## src/rtl/sub_serial_if.sv

```systemverilog
// Request/result bundle for the bit-serial subtractor: operands and start in,
// busy/done/result out.
interface sub_serial_if #(
  parameter int WIDTH = 4
);
  logic             start;
  logic [WIDTH-1:0] a;
  logic [WIDTH-1:0] b;
  logic             busy;
  logic             done;
  logic [WIDTH:0]   d;

  modport master (output start, output a, output b,
                  input  busy,  input  done, input d);
  modport slave  (input  start, input  a, input  b,
                  output busy,  output done, output d);
endinterface

```

## src/rtl/sub_serial.sv

```systemverilog
// Bit-serial subtractor: computes a - b LSB-first through one borrow flop and
// presents {borrow, difference} for one done cycle after WIDTH run cycles.
module sub_serial #(
  parameter int WIDTH = 4
) (
  input  logic        clock,
  input  logic        reset_n,
  sub_serial_if.slave bus
);
  localparam int CNT_W = (WIDTH > 1) ? $clog2(WIDTH) : 1;

  typedef enum logic [1:0] {IDLE, RUN, DONE} state_t;

  state_t           state;
  logic [WIDTH-1:0] ra;
  logic [WIDTH-1:0] rb;
  logic [WIDTH-1:0] rd;
  logic             br;
  logic [CNT_W-1:0] cnt;

  logic             diff;
  logic             br_next;

  // Full-subtractor cell on the current LSBs.
  always_comb begin
    diff    = ra[0] ^ rb[0] ^ br;
    br_next = (~ra[0] & rb[0]) | (~(ra[0] ^ rb[0]) & br);
  end

  always_ff @(posedge clock) begin
    if (!reset_n) begin
      state    <= IDLE;
      bus.busy <= 1'b0;
      bus.done <= 1'b0;
      bus.d    <= '0;
      ra       <= '0;
      rb       <= '0;
      rd       <= '0;
      br       <= 1'b0;
      cnt      <= '0;
    end else begin
      case (state)
        IDLE: begin
          if (bus.start) begin
            ra       <= bus.a;
            rb       <= bus.b;
            rd       <= '0;
            br       <= 1'b0;
            cnt      <= '0;
            bus.busy <= 1'b1;
            state    <= RUN;
          end
        end
        RUN: begin
          ra  <= ra >> 1;
          rb  <= rb >> 1;
          rd  <= {diff, rd[WIDTH-1:1]};
          br  <= br_next;
          cnt <= cnt + 1'b1;
          // Last bit: publish the completed word, including the bit computed now.
          if (cnt == CNT_W'(WIDTH - 1)) begin
            bus.d    <= {br_next, diff, rd[WIDTH-1:1]};
            bus.done <= 1'b1;
            state    <= DONE;
          end
        end
        DONE: begin
          bus.done <= 1'b0;
          bus.busy <= 1'b0;
          state    <= IDLE;
        end
        default: begin
          bus.done <= 1'b0;
          bus.busy <= 1'b0;
          state    <= IDLE;
        end
      endcase
    end
  end
endmodule
```

## src/flat_wrapper.sv

```systemverilog
// flat-port wrapper written by rule: the top's interface ports become plain ports
module sub_serial_flat 
#(
  parameter int WIDTH = 4
)
  (clock, reset_n, bus_start, bus_a, bus_b, bus_busy, bus_done, bus_d);
  sub_serial_if #(.WIDTH(WIDTH)) bus_i ();
  input  logic clock;
  input  logic reset_n;
  input wire logic [$bits(bus_i.start)-1:0] bus_start;
  input wire logic [$bits(bus_i.a)-1:0] bus_a;
  input wire logic [$bits(bus_i.b)-1:0] bus_b;
  output wire logic [$bits(bus_i.busy)-1:0] bus_busy;
  output wire logic [$bits(bus_i.done)-1:0] bus_done;
  output wire logic [$bits(bus_i.d)-1:0] bus_d;
  assign bus_i.start = bus_start;
  assign bus_i.a = bus_a;
  assign bus_i.b = bus_b;
  assign bus_busy = bus_i.busy;
  assign bus_done = bus_i.done;
  assign bus_d = bus_i.d;
  sub_serial #(.WIDTH(WIDTH)) u_core (.clock(clock), .reset_n(reset_n), .bus(bus_i));
endmodule
```

## config.mk

```make
export PLATFORM = sky130hd
export DESIGN_NAME = sub_serial_flat
export DESIGN_NICKNAME = d
export VERILOG_FILES = /design/src/rtl/sub_serial_if.sv /design/src/rtl/sub_serial.sv /design/src/flat_wrapper.sv
export SDC_FILE = /design/constraint.sdc
export NUM_CORES = 1
export LEC_CHECK = 0
export CORE_MARGIN = 2
export CORE_UTILIZATION = 49
export DETAILED_ROUTE_END_ITERATION = 8
export PLACE_DENSITY_LB_ADDON = 0.08
export SLEW_MARGIN = 20
export SYNTH_ARGS = -nofsm -noshare
export SYNTH_HDL_FRONTEND = slang
export SYNTH_SLANG_ARGS = --single-unit
export TNS_END_PERCENT = 30
```

## constraint.sdc

```tcl
create_clock -name clock -period 1.5 [get_ports clock]
set_input_delay 0.225 -clock clock [delete_from_list [all_inputs] [get_ports clock]]
set_output_delay 0.225 -clock clock [all_outputs]
set_load 0.1 [all_outputs]
```

==> results of run 1 <==
state kept, by name, summed over array words and instances, names as in the netlist:
signal	flops
u_core.bus.done	1
u_core.ra	4
u_core.state	2
u_core.rb	4
u_core.bus.d	5
u_core.bus.busy	1
u_core.br	1
u_core.rd	3
u_core.cnt	2
cell type report:
class	instances	share of cell area, %
multi-input combinational	63	33.2
clock inverter	1	0.401
sequential	23	36.9
inverter	4	1.20
timing repair buffer	25	24.0
tap	25	2.51
clock buffer	3	1.80
cells by family after synthesis:
| logic type | count (synthesis) | share of synthesized area [%] |
|---|---|---|
| and+or+nand+nor | 32 | 16.4 |
| buffers and inverters | 11 | 7.42 |
| AOI/OAI and AO/OA | 24 | 18.5 |
| adders and majority gates | 2 | 3.44 |
| DFF | 23 | 48.7 |
| muxes | 5 | 5.43 |
critical path, stage by stage, from the launching register on:
cell      delay, ns
dfxtp_1        0.41
o21ba_1        0.37
buf_4          0.19
nor2_1         0.06
a211oi_2       0.17
placed cells by master, fill, tap and decap left out:
master           instances
dfxtp_1                 23
nand2_1                 10
clkdlybuf4s50_1         10
nor2_1                   8
buf_4                    8
o21ai_0                  7
buf_12                   7
o22ai_1                  6
nand3_1                  5
mux2i_1                  4
a211oi_2                 4
inv_1                    3
nand2b_1                 3
clkbuf_4                 3
nand3b_1                 2
a21oi_1                  2
nor4b_1                  2
a211oi_1                 2
o21ba_1                  1
inv_2                    1
a2111oi_0                1
mux2_2                   1
nor2_2                   1
o32ai_1                  1
nor3_1                   1
fa_1                     1
ha_1                     1
clkinv_2                 1
power groups by stage:
stage                     clock network [mW]  logic, mW  registers [mW]
after floorplan                            0     0.0998           0.680
after global placement                     0      0.173           0.667
after detailed placement                   0      0.177           0.668
after global routing                   0.323      0.194           0.658
final                                  0.288      0.176           0.654
after CTS                              0.301      0.178           0.655
final timing paths:
path | from | endpoint | slack [ns]
setup / recovery | u_core.state[1]$_SDFFE_PN0P_ | u_core.ra[1]$_SDFFE_PN0P_ | 0.22
hold / removal | bus_b[3] | u_core.rb[3]$_SDFFE_PN0P_ | 0.45
setup reg to reg | u_core.state[1]$_SDFFE_PN0P_ | u_core.ra[1]$_SDFFE_PN0P_ | 0.22
hold reg to reg | u_core.rb[3]$_SDFFE_PN0P_ | u_core.rb[3]$_SDFFE_PN0P_ | 0.48
per-layer routing:
layer  vias to the layer above  wire length (um)
li1                        386                 -
met1                       365               777
met2                        18               849
met3                         5                81
met4                         0                48
met5                         -                 0
==> qor.yml, run 1 <==
floorplanning:
  die_area_um2: 2290
  die_w_um: 47.9
  rows: 15
  fp.dieH_um: 47.9
  core_um2: 1760
  ios: 18
  initial_core_util_pct: 53.5
cts:
  cts_sinks: 23
  clock-root-buffer: "clkbuf_4"
  cts_setup_buffers: 0
  ctsHtreeMaxLevel: 1
  clk_latency_ns: 0.32
  cts.clk_slew.worst_paths_ns: 0.12
  cts_buffers: 3
  postCtsResizedCells: 0
  clock_path_buffers: 2
  postCtsHoldBufs: 0
  cts_tree: "built"
worst_setup_path:
  critical_path_class: "flip-flop to flip-flop"
  cp_data_required_time_ns: 1.75
  ff2ff_path_depth: 4
  crit_fanout: 11
  critPathLaunchType: "flip-flop"
  cp-end-kind: "flip-flop"
  arrival_ns: 1.53
drt:
  final_antenna_net_count: 0
  dr.first_iter.drc_count: 18
  drt-total-wl_mm: 1.76
  dr.pass1.iters: 4
  vias: 774
  wl_per_cell_um: 12.2
  viasPerCell: 5.38
  post-route-drc-count: 0
min_path:
  hp-class: "primary input to flip-flop"
  hold-path-cell-count: 3
final_layout:
  drive_above_1_share_pct: 21.8
  fill_cells: 140
  regArea_um2: 460
  fin_area_um2: 1250
  multi_input_area_um2: 414
  utilization_pct: 70.8
  syn_to_final_growth_pct: 32.2
  n_antenna_cell: 0
  finish.net_count: 133
  fin_cells: 144
outcome:
  status: "finished, final reports clean"
power:
  power_mw: 1.12
  pwr-share-seq_pct: 58.5
  p_int_mw: 0.825
  leakagePower_nw: 0.466
  power_switching_mw: 0.293
  p_sw_share_pct: 26.2
  power_density_nw_per_um2: 895
  comb_power_share_pct: 15.7
  ir_drop_uv: 853
  power.share.clock_pct: 25.7
timing:
  maxSlewHeadroom_pct: 73.2
  skew_ns: 0.00371
  fmax_mhz: 784
  drv_slew: 0
  timing.hold.ws_ns: 0.454
  rsz0062_at_grt: "no"
  fin_ws_ns: 0.225
  fin_crit_ns: 1.28
  setup_viol: 0
  worst_pin_slew_ns: 0.401
  fin_crit_sh_pct: 85.0
  final_hold_viol_count: 0
  finalSetupTns_ns: 0
yosys:
  synth_edf_count: 0
  async_reset_ff_share_pct: 0
  yosysTopAreaCell: "dfxtp_1"
  syn_nets: 110
  yosys-top-cells-area: "dfxtp_1, a211oi_2, mux2i_1"
  yosys-top-cells-count: "dfxtp_1, nand2_1, nor2_1, o21ai_0, o22ai_1"
  yosysTopAreaCellShare_pct: 48.7
  yosysWarningCount: 0
  synthCells: 97
  yosysUniqueCellTypes: 26
  synth_area_um2: 945
  synth-seq-cells: 23
  yosysSeqAreaShare_pct: 48.7
  yosys_most_used_dff: "dfxtp_1"
  synth_most_common_cell: "dfxtp_1"
  synth.avg_cell_area_um2: 9.74
place:
  hpwl_mm: 1.32
  place_ws_ns: 0.0674
  gp_congestion: 0.744
  postPlaceCellArea_um2: 1220
  dp_cells: 140
  port_buffers: 17
global_route:
  grt_pass1_vias: 688
  busiest_layer: "met2"
  use_met1_pct: 21.3
  overflow: 0
  antenna_found_initial: 0
  use_met2_pct: 31.5
  grt_max_degree: 14
  grt_use_met3_pct: 6.79
  grt_pass1_wl_mm: 2.88
  grtUsageTotal_pct: 19.0
flow_run:
  maxCapViolCount: 0
Power figures use the tool's default switching activity.
==> inputs of run 2 (changes only) <==
GPL_TIMING_DRIVEN = 0   (was unset)
==> run 2 against run 1 <==
Clock skew hardly changed. First-iteration DRC count is 44% lower. Cell area is 6.3% lower. Global-route usage is 0.56 points higher. Cell count is 1.4% lower. Register-to-register slack better by 0.09 ns. Setup slack worse by 0.19 ns. Critical path type is now flip-flop to output port.
==> qor.yml, run 2 (same netlist as run 1, synthesis figures left out) <==
outcome:
  status: "finished, final reports clean"
drt:
  final_antenna_net_count: 0  # unchanged
  wl_per_cell_um: 12.8  # +5.0%
  dr.pass1.iters: 4  # unchanged
  dr.first_iter.drc_count: 10  # -8
  post-route-drc-count: 0  # unchanged
  viasPerCell: 5.27  # -2.0%
  drt-total-wl_mm: 1.82  # +3.6%
  vias: 748  # -3.4%
final_layout:
  n_antenna_cell: 0  # unchanged
  finish.net_count: 131  # -1.5%
  regMostFlops: "u_core.bus.d"
  multi_input_area_um2: 414  # unchanged
  drive_above_1_share_pct: 21.4  # -0.48 points
  final_cell_mix: "dfxtp_1, nand2_1, clkdlybuf4s50_1, nor2_1, o21ai_0"
  regArea_um2: 460  # unchanged
  largest_reg_flops: 5  # unchanged
  fin_area_um2: 1170  # -6.3%
  reg_top3: "u_core.bus.d x5, u_core.ra x4, u_core.rb x4"
  layout_commonest_cell: "dfxtp_1"
  syn_to_final_growth_pct: 23.8
  fill_cells: 173  # +24%
  utilization_pct: 66.3  # -4.5 points
cts:
  ctsHtreeMaxLevel: 1  # unchanged
  cts_tree: "built"
  clk_latency_ns: 0.32  # about the same
  cts_buffers: 3  # unchanged
  clock-root-buffer: "clkbuf_4"
  cts.clk_slew.worst_paths_ns: 0.13  # about the same
  cts_sinks: 23  # unchanged
  clock_path_buffers: 2  # unchanged
power:
  power_density_nw_per_um2: 947  # +5.8%
  ir_drop_uv: 542  # -36%
  power_mw: 1.11  # -0.90%
  leakagePower_nw: 0.428  # -8.2%
timing:
  final_hold_viol_count: 0  # unchanged
  setup_viol: 0  # unchanged
  worst_pin_slew_ns: 0.551  # +0.151 ns
  drv_slew: 0  # unchanged
  fmax_mhz: 684  # -13%
  finalSetupTns_ns: 0  # unchanged
  maxSlewHeadroom_pct: 63.4  # -9.8 points
  fin_crit_ns: 1.46  # +0.188 ns
  rsz0062_at_grt: "no"
  fin_ws_ns: 0.0369  # -0.188 ns
  fin_crit_sh_pct: 97.5  # +13 points
  skew_ns: 0.00418  # +0.000470 ns
global_route:
  overflow: 0  # unchanged
  grt_pass1_wl_mm: 3.04  # +5.5%
  grt_max_degree: 14  # unchanged
  antenna_found_initial: 0  # unchanged
  grt_pass1_vias: 702  # +2.0%
  grtUsageTotal_pct: 19.5  # +0.56 points
place:
  postPlaceCellArea_um2: 1140  # -7.0%
  place_ws_ns: -0.192  # -0.259 ns
  port_buffers: 16  # -1
  gp_congestion: 0.716  # -3.8%
  hpwl_mm: 1.34  # +1.9%
worst_setup_path:
  crit_fanout: 2  # -9
  cp_data_required_time_ns: 1.27  # -0.48 ns
  critical_path_class: "flip-flop to output port"
  cp_slowest_cell: "clkdlybuf4s15_2"
  crit_chain: "clkdlybuf4s15_2"
  critPathLaunchType: "flip-flop"
  regToRegSetupSlack_ns: 0.31  # +0.09 ns
  cp-end-kind: "output port"
  critPathTopFamily: "buffers and inverters"
  arrival_ns: 1.24  # -0.29 ns
  slowest_delay_ns: 0.56  # +0.15 ns
  crit_buf_inv: 1  # unchanged
floorplanning:
  initial_core_util_pct: 53.5  # unchanged
  rows: 15  # unchanged
  core_um2: 1760  # unchanged
  die_w_um: 47.9  # unchanged
  ios: 18  # unchanged
  die_area_um2: 2290  # unchanged
  fp.dieH_um: 47.9  # unchanged
min_path:
  hp-class: "primary input to flip-flop"
flow_run:
  maxCapViolCount: 0  # unchanged
run 2: cell types whose count changed in the layout (fill, tap and decap cells not counted):
cell	before	now
clkdlybuf4s50_1	10	9
clkdlybuf4s18_2	0	2
buf_4	8	3
clkdlybuf4s15_2	0	5
buf_6	0	2
buf_12	7	0
buf_2	0	2
run 2: final cells by class:
class	instances	share of cell area, %
Clock inverter	1	0.428
Tap cell	25	2.67
Sequential cell	23	39.4
Multi-Input combinational cell	63	35.4
Clock buffer	3	1.93
Inverter	4	1.28
Timing Repair Buffer	16	14.2
Buffer	7	4.71
run 2: through the flow:
stage / hold slack (ns) / std cells
4_1_cts: 0.221 / 142
2_1_floorplan: 0.375 / 97
3_3_place_gp: 0.457 / 138
5_1_grt: 0.229 / 142
6_report: 0.230 / 142
3_5_place_dp: 0.458 / 138
run 2: power by group:
group	internal, mW	switching, mW	total (mW)	leakage, nW
registers	0.638	0.0148	0.653	0.188
clock network	0.0999	0.191	0.291	0.0177
logic	0.0752	0.0883	0.164	0.222
run 2: worst reg2reg max path, delay by kind of cell, from the launching register on:
| family | cells | cell delay (ns) |
|---|---|---|
| simple gates | 1 | 0.06 |
| fa+ha+maj | 1 | 0.53 |
| buf+inv | 1 | 0.06 |
| compound gates | 1 | 0.13 |
| flops | 1 | 0.35 |
run 2: worst paths after layout:
| check | start | end | depth (start not counted) |
|---|---|---|---|
| setup reg to reg | u_core.rb[0]$_SDFFE_PN0P_ | u_core.bus.d[3]$_SDFFE_PN0P_ | 4 |
| setup / recovery | u_core.bus.d[1]$_SDFFE_PN0P_ | bus_d[1] | 1 |
| hold / removal | reset_n | u_core.rb[2]$_SDFFE_PN0P_ | 3 |
| hold reg to reg | u_core.rb[3]$_SDFFE_PN0P_ | u_core.rb[3]$_SDFFE_PN0P_ | 2 |
run 2: what timing repair did:
action / 4_1_cts / 5_1_grt
gates cloned: 0 / 0
buffers inserted: 0 / 0
pin swaps: 0 / 0
resized for setup: 21 / 2
hold buffers: 0 / 0
endpoints found under the setup margin: 7 / 2
run 2: routing by layer:
layer	vias to the layer above	global-route usage, %	wire length, um
li1	385	-	-
met1	348	23.0	839
met2	11	33.9	902
met3	4	3.40	45
met4	0	9.73	31
met5	-	0	0
